$ cat src/rtl/ob_pkg.sv
// Shared definitions for the outbound bank scheduler and related bank controllers.
package ob_pkg;

  localparam int NUM_BANKS  = 8;
  localparam int BANK_WORDS = 256;

  typedef enum logic [1:0] {
    IDLE    = 2'd0,
    REQ     = 2'd1,
    XFER    = 2'd2,
    RELEASE = 2'd3
  } state_t;

  // Number of enabled MSI vectors minus one; widths of 4 and above cap at 16 vectors.
  function automatic logic [3:0] vec_mask(input logic [2:0] width);
    logic [3:0] m;
    m = 4'hF;
    if (width < 3'd4) m = 4'((5'd1 << width) - 5'd1);
    return m;
  endfunction

endpackage

$ cat src/rtl/ob_rr_arb.sv
// Combinational round-robin picker: the first set request strictly after last_grant, wrapping.
module ob_rr_arb #(
  parameter int N = 8
) (
  input  logic [N-1:0]         req,
  input  logic [$clog2(N)-1:0] last_grant,
  output logic                 any,
  output logic [$clog2(N)-1:0] idx
);

  localparam int IW = $clog2(N);

  logic [IW-1:0] pos;

  // Scan from the farthest offset down to +1 so the nearest request after last_grant wins.
  always_comb begin
    any = 1'b0;
    idx = '0;
    pos = '0;
    for (int i = N; i >= 1; i--) begin
      pos = last_grant + IW'(i);
      if (req[pos]) begin
        any = 1'b1;
        idx = pos;
      end
    end
  end

endmodule

$ cat src/rtl/ob_bank_sched.sv
// Outbound bank scheduler: round-robin grant of full staging banks to the C2H streamer,
// bank release back to the producer, and one MSI user interrupt per drained bank.
module ob_bank_sched #(
  parameter int NUM_BANKS  = ob_pkg::NUM_BANKS,
  parameter int BANK_WORDS = ob_pkg::BANK_WORDS,
  parameter int ADDR_W     = 32,
  parameter int IRQ_W      = 16
) (
  input  logic                         clk,
  input  logic                         rst_n,
  input  logic                         sched_en,
  input  logic [NUM_BANKS-1:0]         DataValid,
  output logic [NUM_BANKS-1:0]         RamValid,
  output logic                         xfer_req,
  output logic [$clog2(NUM_BANKS)-1:0] xfer_bank,
  output logic [ADDR_W-1:0]            xfer_base,
  output logic [15:0]                  xfer_len,
  input  logic                         xfer_ack,
  input  logic                         xfer_done,
  output logic [IRQ_W-1:0]             usr_irq_req,
  input  logic [IRQ_W-1:0]             usr_irq_ack,
  input  logic                         msi_enable,
  input  logic [2:0]                   msi_vector_width,
  output logic                         busy
);

  import ob_pkg::*;

  localparam int BW = $clog2(NUM_BANKS);
  localparam int VW = $clog2(IRQ_W);

  state_t           state, state_nxt;
  logic [BW-1:0]    bank_q, last_grant;
  logic [ADDR_W-1:0] base_q;
  logic [IRQ_W-1:0] pending, irq_set;
  logic             arb_any;
  logic [BW-1:0]    arb_idx;
  logic [VW-1:0]    vec;
  logic             enter_rel;

  ob_rr_arb #(.N(NUM_BANKS)) u_arb (
    .req        (DataValid),
    .last_grant (last_grant),
    .any        (arb_any),
    .idx        (arb_idx)
  );

  // Next-state logic; sched_en gates only the IDLE->REQ step so an in-flight grant always finishes.
  always_comb begin
    state_nxt = state;
    case (state)
      IDLE:    if (sched_en && arb_any) state_nxt = REQ;
      REQ:     if (xfer_ack) state_nxt = xfer_done ? RELEASE : XFER;
      XFER:    if (xfer_done) state_nxt = RELEASE;
      RELEASE: state_nxt = IDLE;
      default: state_nxt = IDLE;
    endcase
  end

  // State, latched grant and round-robin pointer; bank 0 has first priority out of reset.
  always_ff @(posedge clk or negedge rst_n) begin
    if (!rst_n) begin
      state      <= IDLE;
      bank_q     <= '0;
      base_q     <= '0;
      last_grant <= BW'(NUM_BANKS - 1);
    end else begin
      state <= state_nxt;
      if (state == IDLE && state_nxt == REQ) begin
        bank_q <= arb_idx;
        base_q <= ADDR_W'(arb_idx) * ADDR_W'(BANK_WORDS);
      end
      if (state == RELEASE) last_grant <= bank_q;
    end
  end

  // The pending bit is set on the edge that enters RELEASE so it rises alongside RamValid.
  assign enter_rel = (state_nxt == RELEASE) && (state != RELEASE);
  assign vec       = VW'(32'(bank_q) & 32'(vec_mask(msi_vector_width)));
  assign irq_set   = (enter_rel && msi_enable) ? (IRQ_W'(1) << vec) : '0;

  // Interrupt pending: ack clears, a same-cycle set overrides the ack, repeats coalesce.
  always_ff @(posedge clk or negedge rst_n) begin
    if (!rst_n) pending <= '0;
    else        pending <= (pending & ~usr_irq_ack) | irq_set;
  end

  assign xfer_req    = (state == REQ);
  assign xfer_bank   = bank_q;
  assign xfer_base   = base_q;
  assign xfer_len    = 16'(BANK_WORDS);
  assign busy        = (state != IDLE);
  assign RamValid    = (state == RELEASE) ? (NUM_BANKS'(1) << bank_q) : '0;
  assign usr_irq_req = pending;

endmodule

$ cat config.mk
export PLATFORM = sky130hd
export DESIGN_NAME = ob_bank_sched
export DESIGN_NICKNAME = d
export VERILOG_FILES = /design/src/rtl/ob_pkg.sv /design/src/rtl/ob_rr_arb.sv /design/src/rtl/ob_bank_sched.sv
export SDC_FILE = /design/constraint.sdc
export NUM_CORES = 1
export LEC_CHECK = 0
export BUFFER_PORTS_ARGS = -buffer_cell sky130_fd_sc_hd__buf_2
export CAP_MARGIN = 20
export CELL_PAD_IN_SITES_DETAIL_PLACEMENT = 1
export CELL_PAD_IN_SITES_GLOBAL_PLACEMENT = 1
export CORE_MARGIN = 2
export CORE_UTILIZATION = 33
export CTS_CLUSTER_SIZE = 28
export DETAILED_ROUTE_END_ITERATION = 7
export PLACE_DENSITY_LB_ADDON = 0.1
export SLEW_MARGIN = 20
export SYNTH_ARGS = -nofsm -noshare
export SYNTH_HDL_FRONTEND = slang
export SYNTH_SLANG_ARGS = --single-unit
$ cat constraint.sdc
create_clock -name clk -period 3.7 [get_ports clk]
set_input_delay 0.37 -clock clk [delete_from_list [all_inputs] [get_ports clk]]
set_output_delay 0.37 -clock clk [all_outputs]
set_load 0.005 [all_outputs]
# Word level (Yosys, flattened, before mapping)
# Cells that the tools add are included.
# W data, S select, Z words.
# totals
register_bits	24
input_bits	33
out_inout_bits	77
word_cells	80
# classes
addsub	8
order_cmp	9
eq_ne	6
shift	3
mux	40
n_bitwise	4
reduce_logical	6
# op_table
op	n
$lt A3 B4 Y1 const B	8
$bmux W1 S3	8
$mux W3	8
$mux W1	17
$and A16 B16 Y16	1
$mux W16	1
$not A16 Y16	1
$or A16 B16 Y16	1
$shl A1 B4 Y16 const A	1
$add A3 B3 Y3 const B	4
$mux W8	1
$pmux W2 S4	1
$shl A1 B3 Y8 const A	1
$add A3 B2 Y3 const B	2
$eq A2 B2 Y1 const B	3
$mux W2	3
$and A3 B4 Y4	1
$eq A2 B1 Y1 const B	2
$logic_and A1 B1 Y1	4
$mux W4	1
$shl A1 B3 Y4 const A	1
$sub A4 B1 Y4 const B	1
$add A3 B1 Y3 const B	1
$lt A3 B3 Y1 const B	1
3 further kinds	3

# Longest topological paths before layout
# depth
depth_word	18
depth_mapped	11
mapped_depth_nobuf	8

# Cells and area by module
# A second synthesis with hierarchy kept.
# unflattened
cells_unflattened	234
area_unflattened_um2	2105.8
# by_module_without_submodules
module	n_inst	cells_each	area_per_inst_um2	seq_area_each_um2
ob_bank_sched	1	157	1431.4	604.3
ob_rr_arb	1	77	674.4	0.0

# Least setup slack after synthesis
# No wires, ideal clock.
# synth_path
path_type	reg2reg
startpoint	register last_grant[1]
endpoint	register base_q[8] (netlist: xfer_base[8])
setup_time_ns	0.077
arrival_time_ns	3.157
required_ns	3.623
path_slack_ns	0.465
path_stages_with_launch	12
path_buffers	3
path_cell_list	dfstp_2 -> buf_2 -> clkbuf_1 -> inv_1 -> ha_1 -> buf_2 -> mux2_2 -> mux4_2 -> a21oi_1 -> o211ai_1 -> mux2_2 -> a21oi_1
# synth_via
elab_chain_len	15
elab_cells_between_ends	44
cone_classes	7 x add/sub; 1 x eq/ne; 34 x mux; 2 x reduce/logical
# synth_lines
element	line	rtl
start, declared	ob_bank_sched.sv:33	logic [BW-1:0] bank_q, last_grant;
start signal, assigned	ob_bank_sched.sv:66	last_grant <= BW'(NUM_BANKS - 1);
start signal, assigned	ob_bank_sched.sv:73	if (state == RELEASE) last_grant <= bank_q;
$add A3 B3 Y3 or $bmux W1 S3 (tied branches)	ob_rr_arb.sv:21, ob_rr_arb.sv:22	
$bmux W1 S3 or $mux W1 (tied branches)	ob_rr_arb.sv:22	if (req[pos]) begin
$mux W1 (implied by the code)	ob_rr_arb.sv:22	
$mux W1 (7 in a row)	ob_rr_arb.sv:22	
$logic_and A1 B1 Y1	ob_bank_sched.sv:52	IDLE: if (sched_en && arb_any) state_nxt = REQ;
$mux W2	ob_bank_sched.sv:52	
$pmux W2 S4	ob_bank_sched.sv:51	case (state)
$eq A2 B1 Y1	ob_bank_sched.sv:69	if (state == IDLE && state_nxt == REQ) begin
$logic_and A1 B1 Y1	ob_bank_sched.sv:69	
end signal, assigned	ob_bank_sched.sv:71	base_q <= ADDR_W'(arb_idx) * ADDR_W'(BANK_WORDS);
end, declared	ob_bank_sched.sv:34	logic [ADDR_W-1:0] base_q;
# Parallel ways exist; a longest one is shown, timed or not. The select of a mux whose other input is x is not followed.
# A chain may end at the register's enable or synchronous reset.

# Worst setup path after layout
# layout_path
startpoint	register last_grant[0]
endpoint	register base_q[10] (netlist: xfer_base[10])
# The elaborated chain is that of the path after synthesis.

==> summary.txt <==
Global routing
  – GR Util met3: 1.43%
  – Vias in the first global route: 1683
  – Largest net degree at the start of global routing: 25
  – Remaining Overflow, GRT: 0
  – Grt peak-use layer: met2
  – GRT met1 Usage: 19.2%
  – Initial antenna violation count: 0
  – First-pass GRT wire length: 8650 um
  – GRT met2 Usage: 25.0%
  – GRT Total Usage: 14.4%

Worst setup path
  – Startpoint types: flop
  – Worst Setup End Kind: flop
  – Setup Crit Path Kind: reg -> reg
  – Slowest stage cell, crit path: dfstp_2
  – Slowest stage delay, CP: 760 ps
  – R2R Path End: xfer_base[10]
  – Cell family with most CP delay: flip-flops
  – Worst Path Required: 3890 ps
  – Critical Path AT: 3440 ps
  – Critical Path, Cell by Cell: inv_1 -> ha_1 -> mux4_2 -> a221oi_1 -> a22oi_1 -> or2_2 -> a31oi_1
  – Worst-path fanout max: 16
  – R2r setup slk: 460 ps
  – WP buf/inv: 1
  – R2R depth: 7
  – RR Startpoint: last_grant[0]
  – Crit path depth: 7

Yosys
  – Post-synthesis xor/xnor area fraction: 1.55%
  – Number of library cell types mapped by synthesis: 45
  – Top cell type's share of synthesized area: 23.3%
  – Sequential cell area fraction in the yosys report: 26.8%
  – Mean Syn Cell Area: 8.92 sq um
  – Synthesized cell area: 0.00226 sq mm
  – Area share of fa/ha/maj cells after synthesis: 1.66%
  – Main synth FF type: dfrtp_1
  – Main area contributors after synthesis: dfrtp_1 (23%), buf_4 (16%), mux4_2 (7.0%)
  – Yosys warnings: 0
  – Main combinational cell family by area after synthesis: buffers and inverters
  – Area leader, netlist: dfrtp_1
  – Number of synthesized flops with an enable pin: 0
  – Mux contribution to synthesized area: 18.9%
  – Post-Syn Instances: 253
  – #FFs+latches synth: 24
  – Ys async rst share: 100%
  – Synth Area in Compound Gates: 13.8%
  – Synth Area in Simple Gates: 16.4%

Clocking
  – Hold_buf cts: 0
  – Clock transition at path regs: 90 ps
  – CTS resizes: 0
  – Clock sink total: 24
  – CTS max path bufs: 2
  – Clock latency on the worst-skew pair: 270 ps
  – CTS tree: done
  – H-tree Lvls: 1
  – Inserted Clock Buffers: 3
  – Clk root buf: clkbuf_8
  – Post-CTS Repair Setup Buffers: 0

Finish
  – Net count, final: 345
  – Design area: 0.00251 sq mm
  – Diodes inserted: 0
  – Multi-input logic area: 0.00135 sq mm
  – Fill count: 825
  – Register area: 604 sq um
  – Synth-to-Final Area Change: 11.3%
  – Most frequent cells in the layout: buf_2 (64), conb_1 (45), nand2_1 (23), dfrtp_1 (21), inv_1 (16)
  – Share of cells above drive strength 1: 30.5%
  – Commonest non-fill, non-tap cell in the layout: buf_2

Place
  – Port buffer count: 64
  – GPL Wtd Cong: 0.779
  – Post-placement setup slack: 442 ps
  – Post-DP Area: 0.00244 sq mm
  – HPWL Detailed: 4370 um

Power
  – PwrDens: 753 mW/mm^2
  – Worst vdd ir: 395 uV
  – LEAKAGE: 1.24 nW
  – Total power: 0.00189 W

STA
  – Worst setup margin: 458 ps
  – Period minus WS final: 3240 ps
  – Period utilization: 87.6%
  – Slew headroom: 63.1%
  – Setup repair after global routing missed its margin: false
  – Max-slew violation count: 0
  – Setup TNS: 0 ps
  – Peak Freq: 308 MHz
  – Worst Skew: 1.48 ps
  – Least-Margin Pin Slew: 553 ps
  – Final hold vios: 0
  – Final Setup Violations: 0

Flow run
  – # Max-Cap Violations: 0

Drt
  – Routed wire length: 5490 um
  – DRT Pass-1 Iters: 4
  – # DRC: 0
  – Via count: 1876
  – Detail Route Antenna Nets: 0
  – Drt wl/cell: 14.1 um
  – Initial DRC Count: 28
  – Routed vias/inst: 4.84

Die
  – Die Area: 0.00752 sq mm
  – # rows: 30
  – Core area: 0.00672 sq mm
  – Starting Density: 33.6%
  – Die height: 86.7 um
  – Die Width: 86.7 um
  – Total I/O pin count: 110

Min path
  – Min-delay worst type: in -> async

Run status
  – Status: finished clean
[registers in the layout, indices dropped and copies added (netlist names)]
register,cells
state,2
last_grant,3
xfer_base,3
usr_irq_req,16
[through the flow]
step	util [%]	hold slack, ps	instances
after floorplan	-	74.4	296
after global placement	36.3	397	384
after detailed placement	36.3	399	384
after CTS	37.4	100	388
after global routing	37.4	122	388
final	37.4	79.0	388
[report_power, final]
part / switching (W) / total [W] / leakage [nW] / internal [W]
Clock: 0.0000874 / 0.000232 / 0.0357 / 0.000145
Sequential: 0.000117 / 0.000444 / 0.313 / 0.000326
Combinational: 0.000643 / 0.00122 / 0.891 / 0.000574
Total: 0.000847 / 0.00189 / 1.24 / 0.00104
[metal layers]
layer  share of wire, %  wire [um]
met1                 45       2480
met2                 50       2740
met3                4.0        218
met4               0.98         54
met5                  0          0
[worst max path at each step]
stage                  startpoint  slack [ps]       endpoint
finish              last_grant[0]         460  xfer_base[10]
global route        last_grant[0]         220  xfer_base[10]
CTS                 last_grant[0]         420  xfer_base[10]
detailed placement  last_grant[0]         440  xfer_base[10]
global placement    last_grant[0]         540   xfer_base[8]
floorplan           last_grant[1]         470   xfer_base[8]
[cell type report]
type | count | area share, %
clock inverter | 1 | 1.20
tap | 80 | 3.98
multi-input combinational | 199 | 53.7
sequential | 24 | 24.1
clock buffer | 3 | 1.64
inverter | 16 | 2.39
timing repair buffer | 65 | 13.0
[synth_stat cells, types with 5 or more instances]
master,instances
buf_4,48
nand2_1,23
dfrtp_1,21
inv_1,16
nor2_1,13
nor2b_1,12
mux2i_1,10
o21ai_0,9
mux2_2,8
nand2b_1,8
o22ai_1,8
a21oi_1,7
mux4_2,7
clkbuf_1,5
o211ai_1,5
[cells by family after synthesis]
kind of cell               Yosys count
other                                2
buffers and inverters               73
DFF                                 24
muxes                               28
AOI/OAI and AO/OA                   47
adders and majority gates            3
xor gates and xnor gates             4
and+or+nand+nor                     72
(Power assumes the default switching activity.)
